==> config.mk <==
export PLATFORM = sky130hd
export DESIGN_NAME = fp_accumulator_flat
export DESIGN_NICKNAME = d
export VERILOG_FILES = /design/src/rtl/fp_pkg.sv /design/src/rtl/fp_accumulator_if.sv /design/src/rtl/fp_accumulator.sv /design/src/flat_wrapper.sv
export SDC_FILE = /design/constraint.sdc
export NUM_CORES = 1
export LEC_CHECK = 0
export BUFFER_PORTS_ARGS = -buffer_cell sky130_fd_sc_hd__buf_2
export CAP_MARGIN = 20
export CORE_AREA = 2 2 95 97
export CTS_BUF_LIST = sky130_fd_sc_hd__clkbuf_8
export DETAILED_ROUTE_END_ITERATION = 16
export DIE_AREA = 0 0 97 99
export PLACE_DENSITY = 0.91
export RECOVER_POWER = 100
export SKIP_CTS_REPAIR_TIMING = 1
export SLEW_MARGIN = 20
export SYNTH_ARGS = -nofsm -noshare
export SYNTH_HDL_FRONTEND = slang
export SYNTH_SLANG_ARGS = --single-unit
==> constraint.sdc <==
create_clock -name clk -period 2.06 [get_ports clk]
set_input_delay 0.206 -clock clk [delete_from_list [all_inputs] [get_ports clk]]
set_output_delay 0.206 -clock clk [all_outputs]
set_load 0.01 [all_outputs]
==> src/rtl/fp_pkg.sv <==
// Shared types, constants and classification helpers for the fp accumulator slice.
// Latency: n/a (types and pure functions only).
// Backpressure: n/a.
package fp_pkg;

  // IEEE-754 binary32 field view
  typedef struct packed {
    logic        sign;
    logic [7:0]  exp;
    logic [22:0] man;
  } fp32_t;

  localparam logic [31:0] FP_ZERO    = 32'h00000000;
  localparam logic [31:0] FP_POS_INF = 32'h7F800000;
  localparam logic [31:0] FP_NEG_INF = 32'hFF800000;
  localparam logic [31:0] FP_NAN_DEF = 32'hFFFFFFFF;

  typedef enum logic [1:0] {
    ST_IDLE   = 2'd0,
    ST_ACCEPT = 2'd1,
    ST_ADD    = 2'd2,
    ST_DONE   = 2'd3
  } acc_state_t;

  // All-ones exponent with zero mantissa
  function automatic logic is_inf(input fp32_t v);
    return (v.exp == 8'hFF) && (v.man == 23'd0);
  endfunction

  // All-ones exponent with any mantissa bit set
  function automatic logic is_nan(input fp32_t v);
    return (v.exp == 8'hFF) && (v.man != 23'd0);
  endfunction

endpackage

==> src/rtl/fp_accumulator_if.sv <==
// Bundle of the sample stream, adder operand/result path and block status for fp_accumulator.
// Latency: n/a (wiring only).
// Backpressure: in_valid/in_ready handshake on the sample stream; start/done are pulses.
// Optional: FP_ACC_FLAGS_EN adds the sticky flag_inf/flag_nan status bits.
//
// slave  : the accumulator's view (consumes start/samples/add_r, drives the rest)
// master : the parent's view (drives start/samples and the adder result)
interface fp_accumulator_if #(
  parameter int COUNT_W = 8
);

  logic               start;
  logic               in_valid;
  logic [31:0]        in_data;
  logic               in_ready;
  logic [31:0]        add_a;
  logic [31:0]        add_b;
  logic [31:0]        add_r;
  logic               busy;
  logic               done;
  logic [31:0]        sum_out;
  logic [COUNT_W-1:0] sum_count;
`ifdef FP_ACC_FLAGS_EN
  logic               flag_inf;
  logic               flag_nan;
`endif

  modport slave (
    input  start, in_valid, in_data, add_r,
    output in_ready, add_a, add_b, busy, done, sum_out, sum_count
`ifdef FP_ACC_FLAGS_EN
    , output flag_inf, flag_nan
`endif
  );

  modport master (
    output start, in_valid, in_data, add_r,
    input  in_ready, add_a, add_b, busy, done, sum_out, sum_count
`ifdef FP_ACC_FLAGS_EN
    , input flag_inf, flag_nan
`endif
  );

endinterface

==> src/rtl/fp_accumulator.sv <==
// Accumulates MAX_COUNT binary32 samples through an external combinational adder.
// Latency: 2 cycles per sample; done pulses 2 cycles after the last sample is accepted.
// Backpressure: in_ready is high only in ACCEPT, so back-to-back valids stall one cycle.
// Optional: FP_ACC_FLAGS_EN adds sticky flag_inf/flag_nan outputs (cleared by start/reset).
//
// Ports: clk, rst_n (async active-low), acc (fp_accumulator_if.slave):
//   start, in_valid/in_data/in_ready, add_a/add_b -> adder, add_r <- adder,
//   busy, done, sum_out, sum_count [, flag_inf, flag_nan].
module fp_accumulator
  import fp_pkg::*;
#(
  parameter int MAX_COUNT = 16,
  parameter int COUNT_W   = 8
) (
  input  logic             clk,
  input  logic             rst_n,
  fp_accumulator_if.slave  acc
);

  localparam logic [COUNT_W-1:0] LAST_CNT = COUNT_W'(MAX_COUNT);

  acc_state_t         state;
  acc_state_t         state_nxt;
  fp32_t              add_a_q;
  fp32_t              add_b_q;
  fp32_t              sum_out_q;
  fp32_t              add_r;
  logic [COUNT_W-1:0] sum_count_q;
  logic [COUNT_W-1:0] count_inc;
  logic               busy_q;
  logic               done_q;
  logic               in_ready_c;

  assign add_r     = fp32_t'(acc.add_r);
  assign count_inc = sum_count_q + COUNT_W'(1);

  // ---------------------------------------------------------------------------
  // FSM
  // ---------------------------------------------------------------------------
  always_ff @(posedge clk or negedge rst_n) begin
    if (!rst_n) begin
      state <= ST_IDLE;
    end else begin
      state <= state_nxt;
    end
  end

  always_comb begin
    state_nxt  = state;
    in_ready_c = 1'b0;
    case (state)
      ST_IDLE: begin
        if (acc.start) state_nxt = ST_ACCEPT;
      end
      ST_ACCEPT: begin
        in_ready_c = 1'b1;
        if (acc.in_valid) state_nxt = ST_ADD;
      end
      ST_ADD: begin
        state_nxt = (count_inc == LAST_CNT) ? ST_DONE : ST_ACCEPT;
      end
      ST_DONE: begin
        // start is deliberately not sampled here; a new block needs IDLE first
        state_nxt = ST_IDLE;
      end
      default: state_nxt = ST_IDLE;
    endcase
  end

  // ---------------------------------------------------------------------------
  // Datapath registers
  // ---------------------------------------------------------------------------
  // done is registered out of DONE so that it rises in the same cycle sum_out
  // carries the final value; the pulse lands as the FSM re-enters IDLE.
  always_ff @(posedge clk or negedge rst_n) begin
    if (!rst_n) begin
      add_a_q     <= fp32_t'(FP_ZERO);
      add_b_q     <= fp32_t'(FP_ZERO);
      sum_out_q   <= fp32_t'(FP_ZERO);
      sum_count_q <= '0;
      busy_q      <= 1'b0;
      done_q      <= 1'b0;
    end else begin
      done_q <= 1'b0;
      case (state)
        ST_IDLE: begin
          if (acc.start) begin
            add_a_q     <= fp32_t'(FP_ZERO);
            sum_count_q <= '0;
            busy_q      <= 1'b1;
          end
        end
        ST_ACCEPT: begin
          if (acc.in_valid) add_b_q <= fp32_t'(acc.in_data);
        end
        ST_ADD: begin
          // add_r has had a full cycle to settle from the registered operands
          add_a_q     <= add_r;
          sum_count_q <= count_inc;
        end
        ST_DONE: begin
          sum_out_q <= add_a_q;
          done_q    <= 1'b1;
          busy_q    <= 1'b0;
        end
        default: ;
      endcase
    end
  end

`ifdef FP_ACC_FLAGS_EN
  logic flag_inf_q;
  logic flag_nan_q;

  // Sticky over the whole block; classification looks at every partial sum
  always_ff @(posedge clk or negedge rst_n) begin
    if (!rst_n) begin
      flag_inf_q <= 1'b0;
      flag_nan_q <= 1'b0;
    end else if (state == ST_IDLE && acc.start) begin
      flag_inf_q <= 1'b0;
      flag_nan_q <= 1'b0;
    end else if (state == ST_ADD) begin
      flag_inf_q <= flag_inf_q | is_inf(add_r);
      flag_nan_q <= flag_nan_q | is_nan(add_r);
    end
  end

  assign acc.flag_inf = flag_inf_q;
  assign acc.flag_nan = flag_nan_q;
`endif

  assign acc.in_ready  = in_ready_c;
  assign acc.add_a     = add_a_q;
  assign acc.add_b     = add_b_q;
  assign acc.busy      = busy_q;
  assign acc.done      = done_q;
  assign acc.sum_out   = sum_out_q;
  assign acc.sum_count = sum_count_q;

endmodule
==> src/flat_wrapper.sv <==
// flat-port wrapper written by rule: the top's interface ports become plain ports
module fp_accumulator_flat import fp_pkg::*;
#(
  parameter int MAX_COUNT = 16,
  parameter int COUNT_W   = 8
)
  (clk, rst_n, acc_start, acc_in_valid, acc_in_data, acc_add_r, acc_in_ready, acc_add_a, acc_add_b, acc_busy, acc_done, acc_sum_out, acc_sum_count);
  fp_accumulator_if #(.COUNT_W(COUNT_W)) acc_i ();
  input  logic clk;
  input  logic rst_n;
  input wire logic [$bits(acc_i.start)-1:0] acc_start;
  input wire logic [$bits(acc_i.in_valid)-1:0] acc_in_valid;
  input wire logic [$bits(acc_i.in_data)-1:0] acc_in_data;
  input wire logic [$bits(acc_i.add_r)-1:0] acc_add_r;
  output wire logic [$bits(acc_i.in_ready)-1:0] acc_in_ready;
  output wire logic [$bits(acc_i.add_a)-1:0] acc_add_a;
  output wire logic [$bits(acc_i.add_b)-1:0] acc_add_b;
  output wire logic [$bits(acc_i.busy)-1:0] acc_busy;
  output wire logic [$bits(acc_i.done)-1:0] acc_done;
  output wire logic [$bits(acc_i.sum_out)-1:0] acc_sum_out;
  output wire logic [$bits(acc_i.sum_count)-1:0] acc_sum_count;
  assign acc_i.start = acc_start;
  assign acc_i.in_valid = acc_in_valid;
  assign acc_i.in_data = acc_in_data;
  assign acc_i.add_r = acc_add_r;
  assign acc_in_ready = acc_i.in_ready;
  assign acc_add_a = acc_i.add_a;
  assign acc_add_b = acc_i.add_b;
  assign acc_busy = acc_i.busy;
  assign acc_done = acc_i.done;
  assign acc_sum_out = acc_i.sum_out;
  assign acc_sum_count = acc_i.sum_count;
  fp_accumulator #(.MAX_COUNT(MAX_COUNT), .COUNT_W(COUNT_W)) u_core (.clk(clk), .rst_n(rst_n), .acc(acc_i));
endmodule
# Word level (Yosys, flattened, before mapping)
# Cells that the tools add are included.
[totals]
elab_cells = 39
reg_bits = 108
[classes]
n_reduce_logical = 7
n_addsub = 1
muxes = 12
n_eq_ne = 6
[op_table]
columns = ["op", "n"]
rows = [
  ["$pmux W32 S2", 1],
  ["$mux W32", 1],
  ["$pmux W8 S2", 1],
  ["$add A8 B1 Y8 const B", 1],
  ["$eq A8 B5 Y1 const B", 1],
  ["$mux W8", 1],
  ["$pmux W2 S4", 1],
  ["$reduce_and A2 Y1", 4],
  ["$mux W2", 3],
  ["$eq A2 B2 Y1 const B", 2],
  ["$ne A2 B2 Y1 const B", 2],
  ["$reduce_bool A2 Y1", 2],
  ["$mux W1", 3],
  ["$eq A2 B1 Y1 const B", 1],
  ["$logic_not A2 Y1", 1],
  ["$pmux W1 S2", 1],
]

# Longest topological paths before layout
# Gate-level depths: netlist of run 1.
[depth]
word_depth = 4
ltp_mapped = 6
mapped_depth_nobuf = 5

# Worst setup path after synthesis of run 1
# No wires, ideal clock.
[synth_path]
path_kind = "flip-flop to flip-flop"
from = "register u_core.sum_count_q[0], in the netlist u_core.acc.sum_count[0]"
to = "register u_core.state[1]"
period_less_slack_ps = 1550
setup_ps = 104
path_stages_with_launch = 6
path_slack_ps = 510
required_ps = 1956
arrival_time_ps = 1447
path_cell_list = "dfrtp_1 ha_1 nor3_1 a41o_1 nand3b_4 o41ai_2"
[synth_between]
elab_chain_cells = 4
[synth_rtl]
columns = ["item", "line_no", "source"]
rows = [
  ["from (decl)", "fp_accumulator.sv:28", "logic [COUNT_W-1:0] sum_count_q;"],
  ["from (signal assigned)", "fp_accumulator.sv:99", "sum_count_q <= count_inc;"],
  ["$add A8 B1 Y8", "fp_accumulator.sv:35", "assign count_inc = sum_count_q + COUNT_W'(1);"],
  ["$eq A8 B5 Y1", "fp_accumulator.sv:60", "state_nxt = (count_inc == LAST_CNT) ? ST_DONE : ST_ACCEPT;"],
  ["$mux W2", "fp_accumulator.sv:60", ""],
  ["$pmux W2 S4", "fp_accumulator.sv:51", "case (state)"],
  ["to (signal assigned)", "fp_accumulator.sv:44", "state <= state_nxt;"],
  ["to (decl)", "fp_accumulator.sv:22", "acc_state_t state;"],
]
# Every way passes these cells.
# A chain may end at the register's enable or synchronous reset.

# Final worst setup path of run 1
# Same ends and word-level chain as after synthesis.

==> impl_metrics.py, run 1 <==
metrics = {
    "run_status": {
        "status": "complete, no violations",
    },
    "power_and_ir_drop": {
        "vdd.ir_drop.worst_mv": 0.624,
        "combPwrFrac": 0.353,
        "netSwitchingPower_mw": 2.81,
        "standby_leakage_power_nw": 2.48,
        "switching_share": 0.376,
        "pwr-share-seq": 0.485,
        "power.clock.fraction": 0.162,
        "power.density_cell_area_nw_per_um2": 1450,
        "internal_power_mw": 4.68,
    },
    "drt": {
        "drcViolationCount": 0,
        "first_pass_iters": 4,
        "drt_iter0_drc": 73,
        "ant_nets": 0,
        "route.final.wire_length_mm": 9.32,
        "vias": 2947,
        "vias_per_cell": 5.24,
        "routed_wire_length_per_instance_um": 16.6,
    },
    "logic_synthesis": {
        "synth-warning-count": 0,
        "synth-async-reset-ratio": 1.00,
        "syn_inst": 272,
        "synthTopCellsByArea": "sky130_fd_sc_hd__dfrtp_1 65%, sky130_fd_sc_hd__mux2_2 9.5%, sky130_fd_sc_hd__mux2_1 7.9%",
        "yosys_register_bits": 108,
        "post-synth-top-count-cell": "sky130_fd_sc_hd__dfrtp_1",
        "synth.lib_cells_used.distinct": 34,
        "netlist.area_leader.share": 0.654,
        "mappedNetlistArea_um2": 4130,
        "netlist_top_cells_count": "108 x sky130_fd_sc_hd__dfrtp_1, 35 x sky130_fd_sc_hd__a22o_1, 35 x sky130_fd_sc_hd__mux2_2",
        "synth_enable_flop_cells": 0,
        "synth_nets": 342,
        "synth.yosys.seq_area_share": 0.654,
        "synth.largest_area_cell": "sky130_fd_sc_hd__dfrtp_1",
        "synth_top_flop_cell": "sky130_fd_sc_hd__dfrtp_1",
        "postSynthAreaPerCell_um2": 15.2,
    },
    "layout": {
        "fin_nets": 519,
        "regArea_um2": 2700,
        "number_of_filler_cells_placed_in_the_layout": 751,
        "multi_input_comb_area_um2": 1350,
        "antenna_cells": 0,
        "syn_to_final_growth_pct": 25.3,
        "drive_above_1_share": 0.286,
    },
    "worst_setup_path": {
        "critical_path.max_fanout": 10,
        "critical_path_required_ps": 2300,
        "critical_path_arrival_ps": 2060,
        "critPathLaunchType": "flop",
        "critical_path.endpoint_type": "flop",
        "timing_worst_setup_path_type": "reg2reg",
    },
    "global_routing": {
        "grt-busiest-layer": "met2",
        "grt_max_degree": 109,
        "grt.met3_usage": 0.0298,
        "gr-usage-all-layers": 0.194,
        "via_count_of_the_first_global_routing_pass": 2937,
        "use_met2": 0.342,
        "antenna_violations_before_repair": 0,
        "grt_overflow": 0,
        "met1_usage": 0.245,
        "grt_pass1_wl_mm": 14.8,
    },
    "floorplanning": {
        "placeableCoreArea_um2": 8550,
        "placementRows": 34,
        "die_ar_um2": 9600,
        "floorplan.io_pins": 175,
        "floorplan.initialDensity": 0.483,
        "floorplan.die.width_um": 97,
        "die_h_um": 99,
    },
    "clock_network": {
        "clk_root_buffer_cell": "sky130_fd_sc_hd__clkbuf_8",
        "clock_sinks": 108,
        "clock_tree.htree_level_count": 3,
        "path_clk_slew_ps": 100,
        "clock_tree_from_tritoncts": "built",
        "clock_path_buffers": 2,
        "cts_buffers": 9,
        "clock_latency_ps": 360,
    },
    "placement": {
        "gp_congestion": 0.809,
        "place_ws_ps": 306,
        "detailed_place_hpwl_mm": 6.58,
        "port_buffers": 174,
    },
    "timing": {
        "final-hold-violation-count": 0,
        "timing.final.crit_period_ps": 1830,
        "setup_viol": 0,
        "worstMarginPinSlew_ps": 1340,
        "finalSetupTns_ps": 0,
        "rsz_0062_raised_after_global_routing": "false",
        "worst_clock_skew_ps": 12.2,
        "fin_crit_sh": 0.886,
        "final_critical_path_setup_slack_ps": 234,
        "worst_slew_margin_rel": 0.105,
        "timing.fmax_mhz": 548,
        "slew_viol_final": 0,
    },
    "flow_run": {
        "cap_violations": 0,
    },
    "min_path": {
        "worst_hold_path_type": "in2reg",
    },
}
kinds of logic (layout without fill, tap and decap cells):
kind of cell | Yosys count | after routing | synth area share
multiplexers | 64 | 64 | 0.174
XOR/XNOR | 4 | 4 | 0.00848
AO/OA/AOI/OAI | 51 | 51 | 0.100
buffers and inverters | 20 | 202 | 0.0221
flip-flops | 108 | 108 | 0.654
adder cells (fa/ha/maj) | 2 | 2 | 0.00605
AND/OR/NAND/NOR | 23 | 23 | 0.0348
metrics by stage:
stage	instance area (um2)	hold WS [ps]	std cells	power, mW	util
floorplan	4130	-89.6	272	5.20	-
global placement	5150	319	545	6.46	0.603
detailed placement	5150	331	545	6.63	0.603
CTS	5340	-65.3	561	7.83	0.625
global route	5180	29.1	562	7.96	0.606
finish	5180	54.7	562	7.49	0.606
cell type report:
class | instances | area share
Multi-Input combinational cell | 144 | 0.261
Sequential cell | 108 | 0.522
Tap cell | 108 | 0.0261
Inverter | 6 | 0.00435
Timing Repair Buffer | 180 | 0.151
Clock inverter | 6 | 0.00942
Clock buffer | 10 | 0.0266
path summary, 6_finish.rpt:
path	startpoint	end	slack (ps)	cells after the start
worst max register to register	u_core.acc.sum_count[0]	u_core.state[1]	230	5
min in group asynchronous	rst_n	u_core.acc.add_b[12]	750	3
worst min-delay path	acc_in_data[8]	u_core.acc.add_b[8]	50	2
max in group asynchronous	rst_n	u_core.acc.add_b[24]	410	3
worst min register to register	u_core.acc.add_b[26]	u_core.acc.add_b[26]	500	1
worst max-delay path	u_core.acc.sum_count[0]	u_core.state[1]	230	5
per-layer routing:
metal,routed length (um),part of all wire,vias to the layer above
met2,4940,0.53,101
met3,435,0.047,10
met5,0,0,-
met1,3820,0.41,1495
met4,123,0.013,0
li1,-,-,1341
cell usage in the layout (no fill, tap or decap), types with 2 or more instances in the layout:
cell	instances
sky130_fd_sc_hd__mux2_1	29
sky130_fd_sc_hd__nand2_1	6
sky130_fd_sc_hd__xnor2_1	3
sky130_fd_sc_hd__nand3_1	5
sky130_fd_sc_hd__clkinv_4	2
sky130_fd_sc_hd__dfrtp_1	108
sky130_fd_sc_hd__clkinvlp_4	2
sky130_fd_sc_hd__a22o_1	35
sky130_fd_sc_hd__mux2_2	35
sky130_fd_sc_hd__clkbuf_4	2
sky130_fd_sc_hd__clkbuf_8	10
sky130_fd_sc_hd__nand2b_1	2
sky130_fd_sc_hd__a21oi_1	4
sky130_fd_sc_hd__clkbuf_1	108
sky130_fd_sc_hd__inv_1	6
sky130_fd_sc_hd__buf_2	66
sky130_fd_sc_hd__ha_1	2
sky130_fd_sc_hd__o21ai_0	6
sky130_fd_sc_hd__buf_4	2
worst max-delay path, cell delays in order, from the launching register on:
cell	delay, ps
sky130_fd_sc_hd__dfrtp_1	520
sky130_fd_sc_hd__ha_1	350
sky130_fd_sc_hd__nor3_1	250
sky130_fd_sc_hd__a41o_1	180
sky130_fd_sc_hd__nand3b_4	80
sky130_fd_sc_hd__o41ai_1	330
sequential cells by signal, summed over array words and instances (netlist names):
signal                cells
u_core.acc.add_a         32
u_core.acc.add_b         32
u_core.acc.busy           1
u_core.acc.done           1
u_core.acc.sum_count      8
u_core.acc.sum_out       32
u_core.state              2
power groups by stage:
stage | logic (mW) | clock network, mW | registers, mW
2_1_floorplan | 1.19 | 0 | 4.01
4_1_cts | 2.98 | 1.23 | 3.62
6_report | 2.64 | 1.21 | 3.64
3_3_place_gp | 2.87 | 0 | 3.59
5_1_grt | 2.86 | 1.33 | 3.77
3_5_place_dp | 2.97 | 0 | 3.66
Note: power is estimated with default switching activity, not from simulation.
==> inputs of run 2 (changes only) <==
- CELL_PAD_IN_SITES_DETAIL_PLACEMENT: not set -> 0
- CELL_PAD_IN_SITES_GLOBAL_PLACEMENT: not set -> 1
- CORE_AREA: 2 2 95 97 -> 2 2 106 108
- DIE_AREA: 0 0 97 99 -> 0 0 108 110
- PLACE_DENSITY: 0.91 -> 0.92
==> impl_metrics.py, run 2 (synthesis results as in run 1) <==
metrics = {
    "min_path": {
        "worst_hold_path_type": "in2reg",
    },
    "timing": {
        "final-hold-violation-count": 0,
        "timing.fmax_mhz": 569,
        "rsz_0062_raised_after_global_routing": "false",
        "timing.final.crit_period_ps": 1760,
        "slew_viol_final": 0,
        "worst_slew_margin_rel": 0.367,
        "fin_crit_sh": 0.853,
        "worst_clock_skew_ps": 7.98,
        "worstMarginPinSlew_ps": 949,
        "finalSetupTns_ps": 0,
        "setup_viol": 0,
    },
    "power_and_ir_drop": {
        "power.density_cell_area_nw_per_um2": 1420,
        "power.total_mw": 7.47,
        "power.clock.fraction": 0.155,
        "vdd.ir_drop.worst_mv": 0.686,
        "internal_power_mw": 4.70,
        "pwr-share-seq": 0.488,
        "standby_leakage_power_nw": 2.50,
        "combPwrFrac": 0.357,
        "netSwitchingPower_mw": 2.77,
        "switching_share": 0.371,
    },
    "placement": {
        "gp_congestion": 0.829,
        "detailed_place_hpwl_mm": 6.79,
        "port_buffers": 174,
    },
    "worst_setup_path": {
        "critical_path_required_ps": 2310,
        "critPathLaunchType": "flop",
        "critical_path_arrival_ps": 2010,
        "timing_worst_setup_path_type": "reg2reg",
        "critical_path.max_fanout": 10,
        "critical_path.endpoint_type": "flop",
    },
    "layout": {
        "syn_to_final_growth_pct": 26.8,
        "layout.core_utilization": 0.490,
        "final_cell_mix": "108 x sky130_fd_sc_hd__clkbuf_1, 108 x sky130_fd_sc_hd__dfrtp_1, 67 x sky130_fd_sc_hd__buf_2",
        "number_of_filler_cells_placed_in_the_layout": 1010,
        "fin_nets": 522,
        "drive_above_1_share": 0.289,
        "antenna_cells": 0,
    },
    "drt": {
        "wl_met3_um": 560,
        "ant_nets": 0,
        "vias_per_cell": 4.99,
        "routed-wl-met2_mm": 4.68,
        "wirelength_met1_mm": 3.95,
        "maxUsedRoutingLayer": "met4",
        "route.final.wire_length_mm": 9.39,
        "first_pass_iters": 4,
        "routed_wire_length_per_instance_um": 15.7,
        "drcViolationCount": 0,
        "drt_iter0_drc": 160,
        "vias": 2981,
    },
    "clock_network": {
        "clock_tree.htree_level_count": 3,
        "clock_latency_ps": 370,
        "clk_root_buffer_cell": "sky130_fd_sc_hd__clkbuf_8",
        "clock_sinks": 108,
        "cts_buffers": 9,
        "clock_tree_from_tritoncts": "built",
        "clock_path_buffers": 2,
        "path_clk_slew_ps": 100,
    },
    "floorplanning": {
        "die_h_um": 110,
        "placeableCoreArea_um2": 10700,
        "placementRows": 38,
        "die_ar_um2": 11900,
        "floorplan.io_pins": 175,
        "floorplan.initialDensity": 0.386,
        "floorplan.die.width_um": 108,
    },
    "global_routing": {
        "grt_overflow": 0,
        "grt_max_degree": 63,
        "via_count_of_the_first_global_routing_pass": 3027,
        "gr-usage-all-layers": 0.161,
        "grt_pass1_wl_mm": 14.6,
        "antenna_violations_before_repair": 0,
    },
    "flow_run": {
        "cap_violations": 0,
    },
    "run_status": {
        "status": "complete, no violations",
    },
}
==> run 2: changes by cell type in the layout (fill, tap and decap cells not counted), sizes merged <==
| cell | delta |
|---|---|
| buf | +2 |
| clkbuf | +1 |
| clkinv | +1 |
| clkinvlp | -2 |
| inv | +1 |
==> run 2: path summary, 6_finish.rpt <==
kind / depth (start not counted) / to / slack [ps] / from
setup / recovery: 5 / u_core.state[1] / 300 / u_core.acc.sum_count[0]
hold / removal: 2 / u_core.acc.add_b[9] / 50 / acc_in_data[9]
setup reg to reg: 5 / u_core.state[1] / 300 / u_core.acc.sum_count[0]
hold reg to reg: 1 / u_core.acc.add_b[14] / 500 / u_core.acc.add_b[14]
max in group asynchronous: 3 / u_core.acc.busy / 700 / rst_n
min in group asynchronous: 2 / u_core.acc.add_a[10] / 440 / rst_n
==> run 2: per-stage QoR <==
stage / cell area [um2] / setup slack [ps] / hold WS, ps / std cells
floorplan: 4130 / 510 / -89.6 / 272
global placement: 5230 / 475 / 159 / 580
global route: 5240 / 158 / 17.5 / 597
CTS: 5410 / 377 / -264 / 596
detailed placement: 5230 / 393 / 162 / 580
finish: 5240 / 302 / 45.5 / 597
==> run 2: area by class of cell <==
| class | instances | area, um2 | area share |
|---|---|---|---|
| Clock buffer | 10 | 138 | 0.0263 |
| Clock inverter | 6 | 40.0 | 0.00764 |
| Inverter | 6 | 22.5 | 0.00430 |
| Multi-Input combinational cell | 144 | 1340 | 0.256 |
| Sequential cell | 108 | 2700 | 0.516 |
| Tap cell | 140 | 175 | 0.0334 |
| Timing Repair Buffer | 183 | 821 | 0.157 |
==> run 2: worst max-delay path: stages (launching register included) <==
cell	delay [ps]
sky130_fd_sc_hd__dfrtp_1	510
sky130_fd_sc_hd__ha_1	340
sky130_fd_sc_hd__nor3_1	220
sky130_fd_sc_hd__a41o_1	160
sky130_fd_sc_hd__nand3b_4	70
sky130_fd_sc_hd__o41ai_1	340
==> run 2: routing by layer <==
metal  track usage  vias to the layer above
li1              -                     1345
met1         0.191                     1516
met2         0.277                      106
met3        0.0347                       14
met4        0.0797                        0
met5             0                        -
==> run 2: power by group through the flow <==
stage                     Clock (mW)  Combinational [mW]  Sequential (mW)
final                           1.16                2.66             3.64
after CTS                       1.22                3.01             3.62
after detailed placement           0                3.00             3.67
after floorplan                    0                1.19             4.01
after global placement             0                2.94             3.58
after global routing            1.30                2.93             3.77
==> inputs of run 3 (changes only) <==
- CORE_AREA: 2 2 106 108 -> 2 2 112 114
- DIE_AREA: 0 0 108 110 -> 0 0 114 116
- MAX_ROUTING_LAYER: not set -> met4
- PLACE_DENSITY: 0.92 -> 0.87
- clock period: 2.06 -> 1.6 ns (I/O delays scaled with it)
==> impl_metrics.py, run 3 (synthesis results as in run 1) <==
metrics = {
    "run_status": {
        "status": "finished with violations",
        "failed_checks": "hold timing",
    },
    "worst_setup_path": {
        "setup.reg_to_reg.worst_slack_ps": 120,
        "critical_path_required_ps": 1880,
        "critical_path.reg2reg.endpoint": "u_core.state[1]",
        "crit_cells": 5,
        "critical-path-max-stage-delay_ps": 390,
        "cp_top_family": "compound AO/OA/AOI/OAI gates",
        "critical_path_buf_inv_count": 0,
        "worst_r2r_startpoint": "u_core.acc.sum_count[0]",
        "critPathLaunchType": "flop",
        "worstRegToRegCells": 5,
        "crit_slowest_cell": "sky130_fd_sc_hd__dfrtp_1",
        "critical_path.endpoint_type": "flop",
        "critical_path_arrival_ps": 1760,
        "timing_worst_setup_path_type": "reg2reg",
        "crit_chain": "ha_1, nor3_2, a41o_1, nand3b_4, o41ai_2",
        "critical_path.max_fanout": 7,
    },
    "global_routing": {
        "grt_overflow": 0,
        "grt_pass1_wl_mm": 15.4,
        "antenna_violations_before_repair": 0,
        "grt_max_degree": 43,
        "via_count_of_the_first_global_routing_pass": 2968,
        "gr-usage-all-layers": 0.157,
    },
    "placement": {
        "detailed_place_hpwl_mm": 7.18,
        "placed_cells_incl_taps": 593,
        "gp_congestion": 0.822,
        "port_buffers": 174,
    },
    "timing": {
        "worstMarginPinSlew_ps": 744,
        "slew_viol_final": 0,
        "worst_slew_margin_rel": 0.504,
        "worst_clock_skew_ps": 6.79,
        "finalSetupTns_ps": 0,
        "final-hold-violation-count": 1,
        "setup_viol": 0,
        "rsz_0062_raised_after_global_routing": "false",
        "fin_crit_sh": 0.924,
        "timing.final.crit_period_ps": 1480,
        "whs_ps": -1.37,
        "timing.fmax_mhz": 676,
    },
    "clock_network": {
        "clock_tree.htree_level_count": 3,
        "clock_latency_ps": 380,
        "cts_buffers": 9,
        "clock_sinks": 108,
        "clock_tree_from_tritoncts": "built",
        "path_clk_slew_ps": 100,
        "clock_path_buffers": 2,
        "clk_root_buffer_cell": "sky130_fd_sc_hd__clkbuf_8",
    },
    "floorplanning": {
        "die_ar_um2": 13200,
        "floorplan.initialDensity": 0.347,
        "die_h_um": 116,
        "floorplan.io_pins": 175,
        "placementRows": 40,
        "floorplan.die.width_um": 114,
        "placeableCoreArea_um2": 11900,
    },
    "min_path": {
        "min_to": "u_core.acc.add_b[28]",
        "hp-start": "acc_in_data[28]",
        "worst_hold_path_type": "in2reg",
        "hold_path_depth": 2,
    },
    "flow_run": {
        "cap_violations": 0,
    },
    "layout": {
        "final_cell_mix": "106 x sky130_fd_sc_hd__dfrtp_1, 105 x sky130_fd_sc_hd__clkbuf_1, 70 x sky130_fd_sc_hd__buf_2",
        "drive_above_1_share": 0.281,
        "number_of_filler_cells_placed_in_the_layout": 1069,
        "stdcell_count": 666,
        "antenna_cells": 0,
        "final_common_cell": "sky130_fd_sc_hd__dfrtp_1",
        "syn_to_final_growth_pct": 43.2,
        "fin_nets": 584,
    },
    "power_and_ir_drop": {
        "standby_leakage_power_nw": 2.80,
        "vdd.ir_drop.worst_mv": 0.667,
        "power.density_cell_area_nw_per_um2": 1720,
        "power.total_mw": 10.2,
    },
    "drt": {
        "ant_nets": 0,
        "route.final.wire_length_mm": 10.7,
        "first_pass_iters": 4,
        "drcViolationCount": 0,
        "vias_per_cell": 4.88,
        "routed_wire_length_per_instance_um": 16.0,
        "vias": 3250,
        "drt_iter0_drc": 139,
    },
}
## run 3: cell count changes in the layout (fill, tap and decap cells not counted), moves of 2 or more
cell / before / now
sky130_fd_sc_hd__buf_2: 67 / 70
sky130_fd_sc_hd__buf_4: 1 / 5
sky130_fd_sc_hd__bufinv_16: 0 / 2
sky130_fd_sc_hd__dfrtp_1: 108 / 106
sky130_fd_sc_hd__clkbuf_1: 108 / 105
sky130_fd_sc_hd__dfrtp_2: 0 / 2
sky130_fd_sc_hd__dlygate4sd3_1: 1 / 57
sky130_fd_sc_hd__inv_1: 7 / 5
## run 3: final cells by class
class | count | area [um2] | share of cell area
Clock buffer | 10 | 138 | 0.0232
Clock inverter | 6 | 87.6 | 0.0148
Inverter | 6 | 22.5 | 0.00380
Multi-Input combinational cell | 144 | 1350 | 0.228
Sequential cell | 108 | 2710 | 0.457
Tap cell | 147 | 184 | 0.0311
Timing Repair Buffer | 245 | 1430 | 0.242
## run 3: worst max path at each step
stage                                  startpoint               endpoint
after global placement    u_core.acc.sum_count[0]        u_core.state[1]
after CTS                 u_core.acc.sum_count[0]        u_core.state[1]
after detailed placement  u_core.acc.sum_count[0]        u_core.state[1]
after floorplan           u_core.acc.sum_count[0]        u_core.state[1]
after global routing                        rst_n  u_core.acc.sum_out[5]
final                     u_core.acc.sum_count[0]        u_core.state[1]
## run 3: per-stage QoR
| stage | hold slack [ps] | setup WS (ps) | area, um2 | util |
|---|---|---|---|---|
| after global placement | 111 | 145 | 5300 | 0.445 |
| after global routing | -2.65 | 19.9 | 5920 | 0.497 |
| after detailed placement | 118 | 115 | 5300 | 0.445 |
| after CTS | -314 | 88.5 | 5520 | 0.464 |
| final | -1.37 | 122 | 5920 | 0.497 |
| after floorplan | -136 | 49.7 | 4130 | - |
## run 3: where the power goes
part	leakage (nW)	internal (mW)	switching, mW
combinational	1.30	1.69	2.03
sequential	1.39	3.89	0.740
clock	0.116	0.924	0.926
## run 3: routing by layer
layer	wire, um	up-vias	global-route usage
li1	-	1465	-
met1	4280	1668	0.189
met2	5670	101	0.253
met3	456	16	0.0329
met4	238	0	0.0748
met5	0	-	-
## run 3: worst register-to-register path, stage by stage, from the launching register on
cell,delay [ps]
sky130_fd_sc_hd__dfrtp_1,390
sky130_fd_sc_hd__ha_1,300
sky130_fd_sc_hd__nor3_2,200
sky130_fd_sc_hd__a41o_1,160
sky130_fd_sc_hd__nand3b_4,80
sky130_fd_sc_hd__o41ai_2,260
